--- src/rtl/poke_select_grid.sv ---
// Tile-grid selection scene: cursor/lock FSM plus a 3-clock pixel pipeline that
// maps VGA counters onto an upscaled sprite strip and draws highlight frames.
module poke_select_grid #(
  parameter int COLS         = 4,
  parameter int ROWS         = 2,
  parameter int H_ORIG       = 40,
  parameter int V_ORIG       = 80,
  parameter int H_PITCH      = 160,
  parameter int V_PITCH      = 160,
  parameter int TILE_LEN     = 120,
  parameter int RESIZE_SHIFT = 1,
  parameter int IMG_W        = 480,
  parameter int BORDER       = 4
) (
  input  logic        clk,
  input  logic        rst_n,
  input  logic        enable,
  input  logic        btn_left,
  input  logic        btn_right,
  input  logic        btn_up,
  input  logic        btn_down,
  input  logic        btn_confirm,
  input  logic        btn_cancel,
  input  logic [9:0]  h_cnt,
  input  logic [9:0]  v_cnt,
  input  logic [11:0] poke_mem_vga_data,
  output logic [16:0] pixel_addr,
  output logic [11:0] vga_data,
  output logic [7:0]  cursor_id,
  output logic [7:0]  selected_id,
  output logic        select_valid
);

  localparam int         SPR_LEN = TILE_LEN >> RESIZE_SHIFT;
  localparam logic [2:0] C_MAX   = 3'(COLS - 1);
  localparam logic [1:0] R_MAX   = 2'(ROWS - 1);

  typedef enum logic [1:0] {IDLE, BROWSE, LOCKED} state_t;

  state_t     state, state_nxt;
  logic [2:0] cur_c, col_nxt;
  logic [1:0] cur_r, row_nxt;
  logic       do_lock, do_unlock;

  function automatic logic [31:0] col_org(input int c);
    return 32'(H_ORIG + c * H_PITCH);
  endfunction

  function automatic logic [31:0] row_org(input int r);
    return 32'(V_ORIG + r * V_PITCH);
  endfunction

  function automatic logic in_border(input logic [31:0] off);
    return (off < 32'(BORDER)) || (off >= 32'(TILE_LEN - BORDER));
  endfunction

  always_ff @(posedge clk or negedge rst_n) begin
    if (!rst_n) state <= IDLE;
    else        state <= state_nxt;
  end

  always_comb begin
    state_nxt = state;
    if (!enable) begin
      state_nxt = IDLE;
    end else begin
      case (state)
        IDLE:    state_nxt = BROWSE;
        BROWSE:  if (btn_confirm) state_nxt = LOCKED;
        LOCKED:  if (btn_cancel) state_nxt = BROWSE;
        default: state_nxt = IDLE;
      endcase
    end
  end

  // Confirm suppresses any move in the same clock; moves resolve left > right > up > down.
  always_comb begin
    do_lock   = enable && (state == BROWSE) && btn_confirm;
    do_unlock = (state == LOCKED) && (!enable || btn_cancel);
    col_nxt   = cur_c;
    row_nxt   = cur_r;
    if (enable && (state == BROWSE) && !btn_confirm) begin
      if (btn_left)       col_nxt = (cur_c == 3'd0)  ? C_MAX : cur_c - 3'd1;
      else if (btn_right) col_nxt = (cur_c == C_MAX) ? 3'd0  : cur_c + 3'd1;
      else if (btn_up)    row_nxt = (cur_r == 2'd0)  ? R_MAX : cur_r - 2'd1;
      else if (btn_down)  row_nxt = (cur_r == R_MAX) ? 2'd0  : cur_r + 2'd1;
    end
  end

  always_ff @(posedge clk or negedge rst_n) begin
    if (!rst_n) begin
      cur_c        <= 3'd0;
      cur_r        <= 2'd0;
      cursor_id    <= 8'd1;
      selected_id  <= 8'd0;
      select_valid <= 1'b0;
    end else begin
      cur_c     <= col_nxt;
      cur_r     <= row_nxt;
      cursor_id <= {6'd0, row_nxt} * 8'(COLS) + {5'd0, col_nxt} + 8'd1;
      if (do_lock) begin
        selected_id  <= cursor_id;
        select_valid <= 1'b1;
      end else if (do_unlock) begin
        selected_id  <= 8'd0;
        select_valid <= 1'b0;
      end
    end
  end

  // Stage p0: combinational tile hit, tile index, border flag and sprite address.
  logic [31:0] h_ext, v_ext, h_off_p0, v_off_p0;
  logic        hit_h, hit_v, vld_p0, border_p0;
  logic [2:0]  col_p0;
  logic [1:0]  row_p0;
  logic [4:0]  tile_p0;
  logic [16:0] addr_p0;

  always_comb begin
    h_ext    = {22'd0, h_cnt};
    v_ext    = {22'd0, v_cnt};
    hit_h    = 1'b0;
    hit_v    = 1'b0;
    col_p0   = 3'd0;
    row_p0   = 2'd0;
    h_off_p0 = 32'd0;
    v_off_p0 = 32'd0;
    for (int c = 0; c < COLS; c++) begin
      if (h_ext >= col_org(c) && h_ext < col_org(c) + 32'(TILE_LEN)) begin
        hit_h    = 1'b1;
        col_p0   = 3'(c);
        h_off_p0 = h_ext - col_org(c);
      end
    end
    for (int r = 0; r < ROWS; r++) begin
      if (v_ext >= row_org(r) && v_ext < row_org(r) + 32'(TILE_LEN)) begin
        hit_v    = 1'b1;
        row_p0   = 2'(r);
        v_off_p0 = v_ext - row_org(r);
      end
    end
    vld_p0    = hit_h && hit_v && (h_cnt < 10'd640) && (v_cnt < 10'd480);
    tile_p0   = {3'd0, row_p0} * 5'(COLS) + {2'd0, col_p0};
    border_p0 = in_border(h_off_p0) || in_border(v_off_p0);
    addr_p0   = 17'((h_off_p0 >> RESIZE_SHIFT) + {27'd0, tile_p0} * 32'(SPR_LEN)
                    + 32'(IMG_W) * (v_off_p0 >> RESIZE_SHIFT));
  end

  // Stage p1: registered address goes to sprite memory; flags start their delay.
  logic       vld_p1, border_p1, vld_p2, border_p2;
  logic [4:0] tile_p1, tile_p2;
  logic [7:0] tile_id_p2;

  always_ff @(posedge clk or negedge rst_n) begin
    if (!rst_n) begin
      pixel_addr <= 17'd0;
      vld_p1     <= 1'b0;
      tile_p1    <= 5'd0;
      border_p1  <= 1'b0;
    end else begin
      pixel_addr <= vld_p0 ? addr_p0 : 17'd0;
      vld_p1     <= vld_p0;
      tile_p1    <= tile_p0;
      border_p1  <= border_p0;
    end
  end

  // Stage p2: flags wait for memory data, which arrives one clock after the address.
  always_ff @(posedge clk or negedge rst_n) begin
    if (!rst_n) begin
      vld_p2    <= 1'b0;
      tile_p2   <= 5'd0;
      border_p2 <= 1'b0;
    end else begin
      vld_p2    <= vld_p1;
      tile_p2   <= tile_p1;
      border_p2 <= border_p1;
    end
  end

  assign tile_id_p2 = {3'd0, tile_p2} + 8'd1;

  // Stage p3: final pixel colour.
  always_ff @(posedge clk or negedge rst_n) begin
    if (!rst_n) begin
      vga_data <= 12'h000;
    end else if (!vld_p2 || state == IDLE) begin
      vga_data <= 12'h000;
    end else if (border_p2 && state == BROWSE && tile_id_p2 == cursor_id) begin
      vga_data <= 12'hF00;
    end else if (border_p2 && state == LOCKED && tile_id_p2 == selected_id) begin
      vga_data <= 12'h0F0;
    end else begin
      vga_data <= poke_mem_vga_data;
    end
  end

endmodule

--- config.mk ---
export PLATFORM = sky130hd
export DESIGN_NAME = poke_select_grid
export DESIGN_NICKNAME = d
export VERILOG_FILES = /design/src/rtl/poke_select_grid.sv
export SDC_FILE = /design/constraint.sdc
export NUM_CORES = 1
export LEC_CHECK = 0
export BUFFER_PORTS_ARGS = -buffer_cell sky130_fd_sc_hd__clkbuf_2
export CORE_ASPECT_RATIO = 0.6
export CORE_MARGIN = 8
export CORE_UTILIZATION = 38
export DETAILED_ROUTE_END_ITERATION = 8
export SLEW_MARGIN = 15
export SYNTH_ARGS = -nofsm -noshare
export SYNTH_HDL_FRONTEND = slang
export SYNTH_SLANG_ARGS = --single-unit
export TNS_END_PERCENT = 100
--- constraint.sdc ---
create_clock -name clk -period 2.4 [get_ports clk]
set_input_delay 0.24 -clock clk [delete_from_list [all_inputs] [get_ports clk]]
set_output_delay 0.24 -clock clk [all_outputs]
set_load 0.03 [all_outputs]
# After elaboration in Yosys (flattened, before gate mapping)
# Cells that the tools add are included.
dict set report word_totals {
  regBits 65
  in_bits 41
  output_inout_bits 46
  elab_cells 128
}
dict set report op_classes {
  add_sub_neg 16
  mul 2
  magnitude_cmp 18
  n_eq_ne 8
  mux 40
  reduce_logical 30
}
# operator count
set op_table {}
lappend op_table {{32-bit two-way mux} 6}
lappend op_table {{32-bit by 7-bit >= comparator with 1-bit output (second input constant)} 2}
lappend op_table {{32-bit by 3-bit less-than comparator with 1-bit output (second input constant)} 2}
lappend op_table {{10-bit by 9-bit less-than comparator with 1-bit output (second input constant)} 4}
lappend op_table {{12-bit two-way mux} 3}
lappend op_table {{4-bit by 31-bit multiplier with 12-bit output (first input constant)} 1}
lappend op_table {{10-bit by 8-bit subtractor with 11-bit output (second input constant)} 2}
lappend op_table {{3-bit two-way mux} 7}
lappend op_table {{10-bit by 8-bit >= comparator with 1-bit output (second input constant)} 2}
lappend op_table {{10-bit less-than comparator (second input constant)} 2}
lappend op_table {{10-bit by 8-bit less-than comparator with 1-bit output (second input constant)} 2}
lappend op_table {{2-bit two-way mux} 10}
lappend op_table {{17-bit by 11-bit adder with 17-bit output} 1}
lappend op_table {{17-bit adder} 1}
lappend op_table {{1-bit logical AND} 17}
lappend op_table {{17-bit two-way mux} 1}
lappend op_table {{8-bit two-way mux} 2}
lappend op_table {{5-bit by 1-bit adder with 6-bit output (second input constant)} 2}
lappend op_table {{10-bit by 10-bit subtractor with 11-bit output (second input constant)} 1}
lappend op_table {{10-bit by 6-bit subtractor with 11-bit output (second input constant)} 1}
lappend op_table {{10-bit by 7-bit subtractor with 11-bit output (second input constant)} 1}
lappend op_table {{10-bit by 9-bit subtractor with 11-bit output (second input constant)} 1}
lappend op_table {{4-bit by 3-bit adder with 5-bit output} 2}
lappend op_table {{10-bit >= comparator (second input constant)} 1}
lappend op_table {{other kinds (22)} 40}

# Depth between registers and ports, before layout
# Gate-level depths: netlist of the first run.
dict set report logic_depth {
  depth_word 10
  mapped_depth 29
}

# Least setup slack after synthesis of the first run
# No wires, ideal clock.
dict set report synth_path {
  kind {input -> register}
  from {input port v_cnt[8]}
  to {register pixel_addr[16]}
  setup_time_ps 72
  arrival_time_ps 5543
  t_required_ps 2328
  slack_ps -3214
  stages 23
  path_cell_list {or4_1 -> o41ai_1 -> nand2_1 -> nand3_1 -> inv_1 -> a221oi_1 -> a21o_1 -> fa_1 -> fa_1 -> inv_1 -> ha_1 -> nand3_1 -> o211ai_1 -> nor2_1 -> xnor2_1 -> ha_1 -> ha_1 -> a21o_1 -> a21oi_1 -> o31ai_1 -> o41ai_1 -> xnor3_1 -> nor2_1}
}
dict set report synth_between {
  elab_chain_len 8
  word_cells_on_any_way 23
}
# item line
set synth_rtl {}
lappend synth_rtl {{start, declared} 25} ;# input logic [9:0] v_cnt,
lappend synth_rtl {{10-bit by 8-bit >= comparator with 1-bit output, or another cell as far along} 136} ;# if (v_ext >= row_org(r) && v_ext < row_org(r) + 32'(TILE_LEN)) begin
lappend synth_rtl {{1-bit logical AND} 136}
lappend synth_rtl {{1-bit two-way mux} 136}
lappend synth_rtl {{4-bit by 3-bit adder with 5-bit output / 1-bit two-way mux (equally long branches)} {143, 136}}
lappend synth_rtl {{5-bit by 4-bit multiplier with 9-bit output / 1-bit logical AND (equally long branches)} {145, 142}}
lappend synth_rtl {{17-bit by 11-bit adder with 17-bit output / 1-bit logical AND (equally long branches)} {145, 142}}
lappend synth_rtl {{17-bit adder / 1-bit logical AND (equally long branches)} {146, 142}}
lappend synth_rtl {{17-bit two-way mux (*)} 161} ;# pixel_addr <= vld_p0 ? addr_p0 : 17'd0;
lappend synth_rtl {{end signal, assigned} 161}
lappend synth_rtl {{end, declared} 27} ;# output logic [16:0] pixel_addr,
# Every way passes the cells marked *; elsewhere a longest branch is shown, timed or not.
# A chain may end at the register's enable or synchronous reset.

# Worst setup path after layout of the first run
# Ends and elaborated chain as after synthesis.

==> impl_metrics.csv, run 1 <==
group,metric,value,unit
yosys,ys_seq_area_share,27.6,%
yosys,postSynthAreaPerCell,9.08,µm²
run,drv_cap,0,
sta,max_freq,191,MHz
critical_path,critPathMaxFanout,4,
yosys,synthAdderAreaFrac,23.7,%
floorplan,dieArea,17700,µm²
routing,dr_total_vias,4994,
critical_path,required,2.65,ns
cells_and_area,mostFrequentLayoutCell,"buf_4",
yosys,synth-seq-cells,57,
sta,holdWs,0.0484,ns
yosys,synthMuxAreaShare,0.412,%
sta,worst_slack,-2.83,ns
routing,drt_iter0_markers,244,
clock_network,htreeDepth,3,
sta,slew_viol_final,0,
clock_network,cts.path.max_buffers,2,
placed_design,globalplace.congestion,0.851,
floorplan,fp.dieW,167,µm
pwr,p_leak,4.17,nW
global_routing,grtUsageTotal,17.5,%
yosys,synth_compound_area_share,16.6,%
floorplan,ios,87,
clock_network,clock-sinks,57,
clock_network,holdBufCountCts,0,
placed_design,io_buffers,80,
yosys,yosys.area_share.simple,17.2,%
floorplan,coreArea,13500,µm²
critical_path,start_kind,"input port",
sta,worst_pin_slew,0.713,ns
routing,viasPerCell,4.92,
yosys,yosysWarningCount,0,
critical_path,arrival,5.48,ns
cells_and_area,num_antenna_cells,0,
global_routing,grt_pass1_wl,25.7,mm
placed_design,place_ws,-3.58,ns
global_routing,grt_pass1_vias,5145,
sta,fin_setup_tns,-27.77,ns
sta,finalCritPeriodShare,218,%
yosys,synth_edf_count,0,
clock_network,cts_tree,"done",
global_routing,gr-total-overflow,0,
routing,wl_per_cell,15.5,µm
run_status,violations,"setup timing",
run_status,status,"complete, but fails checks",
cells_and_area,fill_cells,1105,
pwr,vdd_drop_max,0.000346,V
routing,ant_nets,0,
floorplan,dieHeight,106,µm
global_routing,grt_max_degree,58,
critical_path,crit_type,"in -> reg",
yosys,async_flop_share,100,%
critical_path,cp-end-kind,"register",
sta,grt_setup_unrepaired,"yes",
cells_and_area,finalNetCount,961,
yosys,synth_xor_area_share,7.22,%
hold_path,min_path_type,"in -> async",
sta,setup_viol_count_final,19,
routing,drc,0,
sta,max_slew_margin,52.5,%
floorplan,initial_core_util,38.4,%
clock_network,numCtsBuffers,9,
global_routing,antenna_found_initial,0,
cells_and_area,drive_gt1_share,49.5,%
floorplan,row_count,33,
sta,finalHoldViolations,0,
placed_design,hpwl,12.0,mm
clock_network,clk_latency,0.32,ns
cells_and_area,multi_input_area,4150,µm²
yosys,syn_inst,569,
yosys,synth_area,5160,µm²
cells_and_area,syn_to_final_growth,61.0,%
yosys,synth_cell_type_count,72,
pwr,powerDensity,673,nW/µm²
clock_network,path_clk_slew,0.05,ns
yosys,ys.flop_type,"dfrtp_1",
cells_and_area,final_cell_mix,"buf_4, clkbuf_2, dfrtp_1, inv_1, nor2_1",
cells_and_area,register_area,1430,µm²
sta,period_needed,5.23,ns
sta,skew,0.00459,ns
routing,dr.pass1.iters,6,
clock_network,cts_root_buf,"clkbuf_16",
critical_path,reg2reg_slack,0.14,ns
routing,wl,15.8,mm
cells_and_area,post-route-util,61.8,%
yosys,synth_top_family_by_area,"adder cells",
## cells in the mapped netlist, types with 6 or more instances
cell,number,area (µm²)
clkbuf_1,8,30.0
xnor2_1,24,210
nand2_1,32,120
a21oi_1,33,165
o21ai_0,19,95.1
inv_1,70,263
xor2_1,16,140
nor3_1,14,70.1
nand3_1,15,75.1
a21o_1,6,45.0
dfrtp_1,56,1400
a31oi_1,6,37.5
nor2_1,44,165
ha_1,61,763
fa_1,23,460
nor2b_1,12,75.1
nand2b_1,9,56.3
o21a_1,9,67.6
and2_1,9,56.3
buf_4,6,45.0
## per-stage QoR
stage | area (µm²) | instances | power, mW
floorplan | 5360 | 574 | 2.79
global placement | 7040 | 966 | 3.68
detailed placement | 7040 | 966 | 3.72
CTS | 8030 | 1006 | 5.36
global route | 8320 | 1015 | 5.96
finish | 8320 | 1015 | 5.59
## critical path: stages
cell and delay, ns:
buf_6 0.09, or4_4 0.53, o41ai_4 0.25, nand2_2 0.15
nand3_2 0.10, inv_2 0.05, a221oi_4 0.25, a21o_1 0.17
fa_1 0.45, fa_1 0.50, inv_2 0.05, ha_4 0.28
nand3_2 0.07, o211ai_1 0.23, nor2_1 0.10, xnor2_1 0.14
ha_1 0.32, ha_4 0.25, a21o_1 0.20, a21oi_2 0.15
o31ai_2 0.09, o41ai_2 0.32, buf_4 0.19, xnor3_1 0.20
nor2_1 0.10
## repair_timing
| action | 4_1_cts | 5_1_grt |
|---|---|---|
| cloned | 0 | 0 |
| pin swaps | 61 | 35 |
| gates resized for setup | 103 | 53 |
| setup endpoints to repair | 19 | 19 |
| buffers inserted | 29 | 16 |
## cell type report
class / count / share of cell area (%)
clock buffers: 12 / 3.20
flip-flops and latches: 57 / 17.2
multi-input cells: 428 / 49.8
well taps: 175 / 2.63
inverters: 71 / 3.50
repair buffers: 269 / 23.5
clock inverters: 3 / 0.181
## kinds of logic after synthesis
family                     count (synthesis)
AOI/OAI and AO/OA                        125
xor gates and xnor gates                  41
adders and majority gates                 84
buffers and inverters                     89
DFF                                       57
muxes                                      2
other                                      1
and+or+nand+nor                          170
## path summary, 6_finish.rpt
| check | start | endpoint | depth (start not counted) |
|---|---|---|---|
| setup / recovery | v_cnt[8] | pixel_addr[16]$_DFF_PN0_ | 25 |
| hold / removal | rst_n | pixel_addr[0]$_DFF_PN0_ | 2 |
| setup reg to reg | state[1]$_DFFE_PN0P_ | cursor_id[3]$_DFF_PN0_ | 8 |
| hold reg to reg | vld_p1$_DFF_PN0_ | vld_p2$_DFF_PN0_ | 0 |
| max in group asynchronous | rst_n | vga_data[8]$_DFF_PN0_ | 2 |
| min in group clk | poke_mem_vga_data[4] | vga_data[4]$_DFF_PN0_ | 2 |
## sequential cells by signal, indices dropped and copies added (netlist names)
| name | cells |
|---|---|
| cur_r | 2 |
| vld_p2 | 1 |
| vld_p1 | 1 |
| tile_p1 | 3 |
| selected_id | 5 |
| tile_p2 | 3 |
| border_p1 | 1 |
| pixel_addr | 17 |
| cursor_id | 5 |
| border_p2 | 1 |
| vga_data | 12 |
| select_valid | 1 |
| cur_c | 3 |
| state | 2 |
## where the power goes
part | internal [mW] | switching [mW]
registers | 1.09 | 0.111
logic | 1.63 | 1.59
clock network | 0.769 | 0.406
## layer usage
layer / share of wire [%] / global-route usage, % / vias up
met5: 0 / 0 / -
met4: 0.77 / 3.52 / 0
met3: 4.2 / 3.26 / 10
met2: 44 / 27.7 / 135
met1: 51 / 24.7 / 2368
li1: - / - / 2481
Note: power is estimated with default switching activity, not from simulation.
==> run 2, diff against run 1 <==
--- a/config.mk
+++ b/config.mk
@@ -5,11 +5,12 @@
 export SDC_FILE = /design/constraint.sdc
 export NUM_CORES = 1
 export LEC_CHECK = 0
-export BUFFER_PORTS_ARGS = -buffer_cell sky130_fd_sc_hd__clkbuf_2
 export CORE_ASPECT_RATIO = 0.6
 export CORE_MARGIN = 8
 export CORE_UTILIZATION = 38
 export DETAILED_ROUTE_END_ITERATION = 8
+export DONT_BUFFER_PORTS = 1
+export HOLD_SLACK_MARGIN = 0.12
 export SLEW_MARGIN = 15
 export SYNTH_ARGS = -nofsm -noshare
 export SYNTH_HDL_FRONTEND = slang
==> constraint.sdc (replaced) <==
create_clock -name clk -period 2.4 [get_ports clk]
set_input_delay 0.12 -clock clk [delete_from_list [all_inputs] [get_ports clk]]
set_output_delay 0.12 -clock clk [all_outputs]
set_load 0.03 [all_outputs]
==> impl_metrics.csv, run 2 (synthesized netlist as in run 1, its figures left out) <==
group,metric,value,unit
run_status,status,"complete, but fails checks",
run,drv_cap,0,
pwr,powerDensity,715,nW/µm²
sta,max_slew_margin,61.4,%
floorplan,dieHeight,106,µm
cells_and_area,mostFrequentLayoutCell,"buf_4",
critical_path,r2r_end,"cursor_id[3]$_DFF_PN0_",
sta,grt_setup_unrepaired,"yes",
critical_path,arrival,5.46,ns
global_routing,antenna_found_initial,0,
hold_path,worstHoldPathCells,3,
sta,skew,0.00802,ns
critical_path,cp-end-kind,"register",
floorplan,dieArea,17700,µm²
cells_and_area,final_cell_mix,"buf_4, dfrtp_1, inv_1, nor2_1, ha_1",
routing,wl,15.6,mm
routing,dr.pass1.iters,4,
cells_and_area,largestRegisters,"pixel_addr (17), vga_data (12)",
critical_path,worstReg2RegStart,"state[1]$_DFFE_PN0P_",
routing,dr_total_vias,4639,
routing,wl_per_cell,17.2,µm
critical_path,start_kind,"input port",
critical_path,crit_type,"in -> reg",
placed_design,hpwl,11.8,mm
floorplan,ios,87,
floorplan,fp.dieW,167,µm
critical_path,rr_worst_depth,8,
clock_network,cts_tree,"done",
clock_network,path_clk_slew,0.05,ns
cells_and_area,num_antenna_cells,0,
sta,fin_setup_tns,-24.32,ns
sta,setup_viol_count_final,19,
cells_and_area,finalNetCount,853,
hold_path,min_path_type,"in -> reg",
floorplan,row_count,33,
critical_path,cpMaxStageDelayCell,"fa_1",
floorplan,coreArea,13500,µm²
cells_and_area,layout.cells.non_filler,908,
sta,finalHoldViolations,0,
clock_network,htreeDepth,3,
pwr,p_leak,3.67,nW
run_status,violations,"setup timing",
pwr,vdd_drop_max,0.000417,V
sta,max_freq,192,MHz
sta,worst_slack,-2.81,ns
routing,viasPerCell,5.11,
cells_and_area,largest_reg_flops,17,
routing,ant_nets,0,
hold_path,holdCritStartpoint,"btn_right",
critical_path,reg2reg_slack,0.19,ns
clock_network,cts_root_buf,"clkbuf_16",
sta,finalCritPeriodShare,217,%
cells_and_area,syn_to_final_growth,50.1,%
clock_network,clk_latency,0.32,ns
placed_design,dpl.cell_count,847,
global_routing,gr-total-overflow,0,
sta,period_needed,5.21,ns
global_routing,grtUsageTotal,17.7,%
critical_path,critPathMaxFanout,11,
routing,drt_iter0_markers,177,
global_routing,grt_max_degree,58,
sta,slew_viol_final,0,
placed_design,io_buffers,0,
routing,drc,0,
critical_path,worstSetupStartpoint,"v_cnt[8]",
global_routing,grt_pass1_wl,25.4,mm
global_routing,grt_pass1_vias,4818,
critical_path,required,2.66,ns
cells_and_area,drive_gt1_share,38.5,%
floorplan,initial_core_util,38.4,%
cells_and_area,largest-register,"pixel_addr",
placed_design,globalplace.congestion,0.892,
clock_network,numCtsBuffers,9,
critical_path,crit_path_max_incr_delay,0.54,ns
critical_path,path_cells,"or4_4 > o41ai_4 > buf_4 > a22oi_2 > nor2b_2 > fa_1 > fa_1 > inv_2 > fa_2 > o21bai_4 > a21oi_4 > o21bai_1 > a21oi_2 > xnor2_2 > ha_1 > ha_4 > nand2_1 > nor2_1 > a21oi_2 > o31ai_2 > o41ai_2 > buf_4 > xnor3_1 > nor2_1",
sta,worst_pin_slew,0.573,ns
clock_network,cts.path.max_buffers,2,
clock_network,clock-sinks,57,
hold_path,min_to,"cur_c[2]$_DFF_PN0_",
[run 2: where the power goes]
group	switching, mW	total (mW)	internal, mW
registers	0.278	1.37	1.09
logic	1.35	2.84	1.49
clock network	0.434	1.34	0.906
total	2.06	5.55	3.48
[run 2: area by class of cell]
type / instances / area, µm²
Fill cell: 1118 / 5710
Clock inverter: 5 / 80.1
Timing Repair Buffer: 161 / 1390
Sequential cell: 57 / 1430
Clock buffer: 11 / 233
Inverter: 71 / 304
Tap cell: 175 / 219
Multi-Input combinational cell: 428 / 4100
[run 2: layer usage]
layer | global-route usage (%) | wire [µm]
met5 | 0 | 0
met4 | 4.48 | 249
met3 | 4.99 | 1080
met2 | 26.8 | 6800
met1 | 24.5 | 7490
[run 2: what timing repair did]
action,4_1_cts,5_1_grt
resized for setup,102,49
endpoints found under the hold margin,79,0
pin swaps,48,32
buffers inserted,15,12
endpoints found under the setup margin,19,21
hold buffers,23,0
[run 2: through the flow]
| step | hold slack [ns] | area, µm² | power, mW | worst slack [ns] | utilization [%] |
|---|---|---|---|---|---|
| 3_5_place_dp | -0.174 | 6360 | 3.53 | -3.26 | 47.2 |
| 3_3_place_gp | -0.174 | 6360 | 3.48 | -3.10 | 47.2 |
| 4_1_cts | 0.121 | 7500 | 5.35 | -2.58 | 55.7 |
| 2_1_floorplan | -0.176 | 5360 | 2.79 | -2.74 | - |
| 5_1_grt | 0.144 | 7750 | 5.92 | -3.10 | 57.6 |
| 6_report | 0.133 | 7750 | 5.55 | -2.81 | 57.6 |
[run 2: critical path: cells and delay by family]
kind                       cells  cell delay, ns
adders and majority gates      5            1.97
AOI/OAI and AO/OA              9            1.69
and+or+nand+nor                5            0.94
buffers and inverters          3            0.40
xor gates and xnor gates       2            0.36
[run 2: how the worst max path moves through the flow]
stage / endpoint / cells past startpoint / slack (ns)
2_1_floorplan: pixel_addr[16]$_DFF_PN0_ / 23 / -2.74
3_3_place_gp: pixel_addr[16]$_DFF_PN0_ / 28 / -3.10
3_5_place_dp: pixel_addr[16]$_DFF_PN0_ / 24 / -3.26
4_1_cts: pixel_addr[16]$_DFF_PN0_ / 24 / -2.58
5_1_grt: pixel_addr[16]$_DFF_PN0_ / 24 / -3.10
6_report: pixel_addr[16]$_DFF_PN0_ / 24 / -2.81
==> run 3, diff against run 2 <==
--- a/config.mk
+++ b/config.mk
@@ -5,12 +5,13 @@
 export SDC_FILE = /design/constraint.sdc
 export NUM_CORES = 1
 export LEC_CHECK = 0
-export CORE_ASPECT_RATIO = 0.6
+export CORE_ASPECT_RATIO = 1.1
 export CORE_MARGIN = 8
 export CORE_UTILIZATION = 38
 export DETAILED_ROUTE_END_ITERATION = 8
 export DONT_BUFFER_PORTS = 1
 export HOLD_SLACK_MARGIN = 0.12
+export MAX_ROUTING_LAYER = met4
 export SLEW_MARGIN = 15
 export SYNTH_ARGS = -nofsm -noshare
 export SYNTH_HDL_FRONTEND = slang
==> impl_metrics.csv, run 3 (synthesized netlist as in run 1, its figures left out) <==
group,metric,value,unit
cells_and_area,final_cell_mix,"buf_4, inv_1, dfrtp_1, ha_1, nor2_1",
global_routing,grt_pass1_vias,4887,
pwr,vdd_drop_max,0.000295,V
floorplan,dieHeight,138,µm
clock_network,path_clk_slew,0.05,ns
hold_path,min_path_type,"in -> reg",
critical_path,start_kind,"input port",
floorplan,initial_core_util,38.9,%
cells_and_area,num_antenna_cells,0,
routing,dr_total_vias,4595,
placed_design,io_buffers,0,
run_status,status,"complete, but fails checks",
cells_and_area,drive_gt1_share,34.5,%
clock_network,cts_tree,"done",
pwr,p_seq_share,25.7,%
hold_path,holdCritStartpoint,"btn_cancel",
cells_and_area,largestRegisters,"pixel_addr (17), vga_data (12)",
routing,viasPerCell,5.01,
clock_network,cts_root_buf,"clkbuf_16",
critical_path,required,2.65,ns
hold_path,worstHoldPathCells,3,
pwr,p_leak,3.63,nW
cells_and_area,largest-register,"pixel_addr",
floorplan,row_count,44,
pwr,swShare,35.8,%
cells_and_area,fill_cells,1152,
global_routing,gr-total-overflow,0,
clock_network,clock-sinks,57,
cells_and_area,design_area,7480,µm²
sta,skew,0.00507,ns
placed_design,hpwl,11.0,mm
global_routing,grt_max_degree,58,
cells_and_area,syn_to_final_growth,44.7,%
critical_path,r2r_end,"cursor_id[3]$_DFF_PN0_",
placed_design,place_area,6400,µm²
run_status,violations,"setup timing",
critical_path,worstReg2RegStart,"state[1]$_DFFE_PN0P_",
clock_network,numCtsBuffers,9,
floorplan,fp.dieW,127,µm
global_routing,grt_pass1_wl,23.5,mm
cells_and_area,mostFrequentLayoutCell,"buf_4",
routing,wl_per_cell,15.5,µm
cells_and_area,post-route-util,56.3,%
pwr,p_int,3.38,mW
routing,drc,0,
pwr,netSwitchingPower,1.89,mW
cells_and_area,largest_reg_flops,17,
sta,worst_pin_slew,0.554,ns
sta,fin_setup_tns,-23.48,ns
sta,worst_slack,-2.56,ns
routing,drt_iter0_markers,231,
routing,dr.pass1.iters,4,
placed_design,place_ws,-3.05,ns
critical_path,critPathMaxFanout,11,
run,drv_cap,0,
hold_path,min_to,"state[0]$_DFFE_PN0P_",
clock_network,cts.path.max_buffers,2,
placed_design,globalplace.congestion,0.863,
sta,slew_viol_final,0,
critical_path,arrival,5.21,ns
routing,ant_nets,0,
cells_and_area,layout.cells.non_filler,917,
critical_path,crit_path_max_incr_delay,0.53,ns
pwr,powerDensity,704,nW/µm²
clock_network,htreeDepth,3,
critical_path,path_cells,"or4_4 > o41ai_4 > nand2_2 > buf_4 > o32a_1 > o211ai_1 > inv_2 > fa_1 > fa_1 > inv_1 > ha_1 > a21oi_1 > o21ai_1 > xor2_1 > ha_2 > xnor2_2 > and3_1 > a221o_1 > xnor2_2 > xnor3_1 > nor2_1",
floorplan,dieArea,17600,µm²
sta,period_needed,4.96,ns
critical_path,cpMaxStageDelayCell,"or4_4",
sta,finalCritPeriodShare,207,%
sta,holdWs,0.137,ns
global_routing,grtUsageTotal,16.7,%
critical_path,cp-end-kind,"register",
critical_path,reg2reg_slack,0.21,ns
sta,grt_setup_unrepaired,"yes",
pwr,power.total,5.26,mW
placed_design,dpl.cell_count,862,
sta,max_slew_margin,62.7,%
pwr,pwr-share-clk,25.3,%
sta,max_freq,202,MHz
sta,finalHoldViolations,0,
routing,wl,14.2,mm
cells_and_area,finalNetCount,854,
critical_path,rr_worst_depth,8,
floorplan,ios,87,
clock_network,clk_latency,0.32,ns
sta,setup_viol_count_final,14,
pwr,p_comb_share,49.0,%
critical_path,cpLargestDelayFamily,"adder cells",
floorplan,coreArea,13300,µm²
critical_path,crit_type,"in -> reg",
global_routing,antenna_found_initial,0,
critical_path,path_buf_inv,3,
run 3: power by group through the flow:
stage          clock network [mW]  registers, mW  logic [mW]
6_report                     1.33           1.35        2.58
4_1_cts                      1.36           1.35        2.53
3_5_place_dp                    0           1.37        2.15
5_1_grt                      1.41           1.37        2.85
2_1_floorplan                   0           1.33        1.46
3_3_place_gp                    0           1.37        2.09
run 3: metal layers:
metal | global-route usage [%] | vias up | share of wire [%] | wire length, µm
met5 | - | - | 0 | 0
met2 | 30.0 | 96 | 53 | 7460
met4 | 4.83 | 0 | 2.0 | 278
li1 | - | 2262 | - | -
met1 | 18.2 | 2216 | 41 | 5740
met3 | 3.31 | 21 | 4.8 | 686
run 3: area by class of cell:
type / instances / area, µm² / area share [%]
Multi-Input combinational cell: 428 / 3870 / 51.8
Sequential cell: 57 / 1430 / 19.1
Clock inverter: 5 / 80.1 / 1.07
Tap cell: 184 / 230 / 3.08
Clock buffer: 10 / 239 / 3.20
Timing Repair Buffer: 162 / 1340 / 17.9
Inverter: 71 / 288 / 3.85
run 3: how the worst max path moves through the flow:
stage	startpoint	end	slack (ns)	cells after the start
5_1_grt	v_cnt[8]	pixel_addr[16]$_DFF_PN0_	-2.78	26
3_5_place_dp	v_cnt[8]	pixel_addr[16]$_DFF_PN0_	-3.05	22
6_report	v_cnt[8]	pixel_addr[16]$_DFF_PN0_	-2.56	21
2_1_floorplan	v_cnt[8]	pixel_addr[16]$_DFF_PN0_	-2.74	23
4_1_cts	v_cnt[8]	pixel_addr[16]$_DFF_PN0_	-2.49	23
3_3_place_gp	v_cnt[8]	pixel_addr[16]$_DFF_PN0_	-2.96	26
run 3: repair_timing:
item | 4_1_cts | 5_1_grt
cloned | 1 | 0
gates resized for setup | 68 | 15
endpoints found under the hold margin | 78 | 0
hold buffers | 23 | 0
setup buffers | 14 | 2
endpoints found under the setup margin | 19 | 19
pin swaps | 41 | 9
run 3: worst register-to-register path, delay by kind of cell, from the launching register on:
family | cells | cell delay (ns)
DFF | 1 | 0.37
AOI/OAI and AO/OA | 1 | 0.20
xor gates and xnor gates | 2 | 0.37
and+or+nand+nor | 4 | 0.86
adders and majority gates | 1 | 0.30
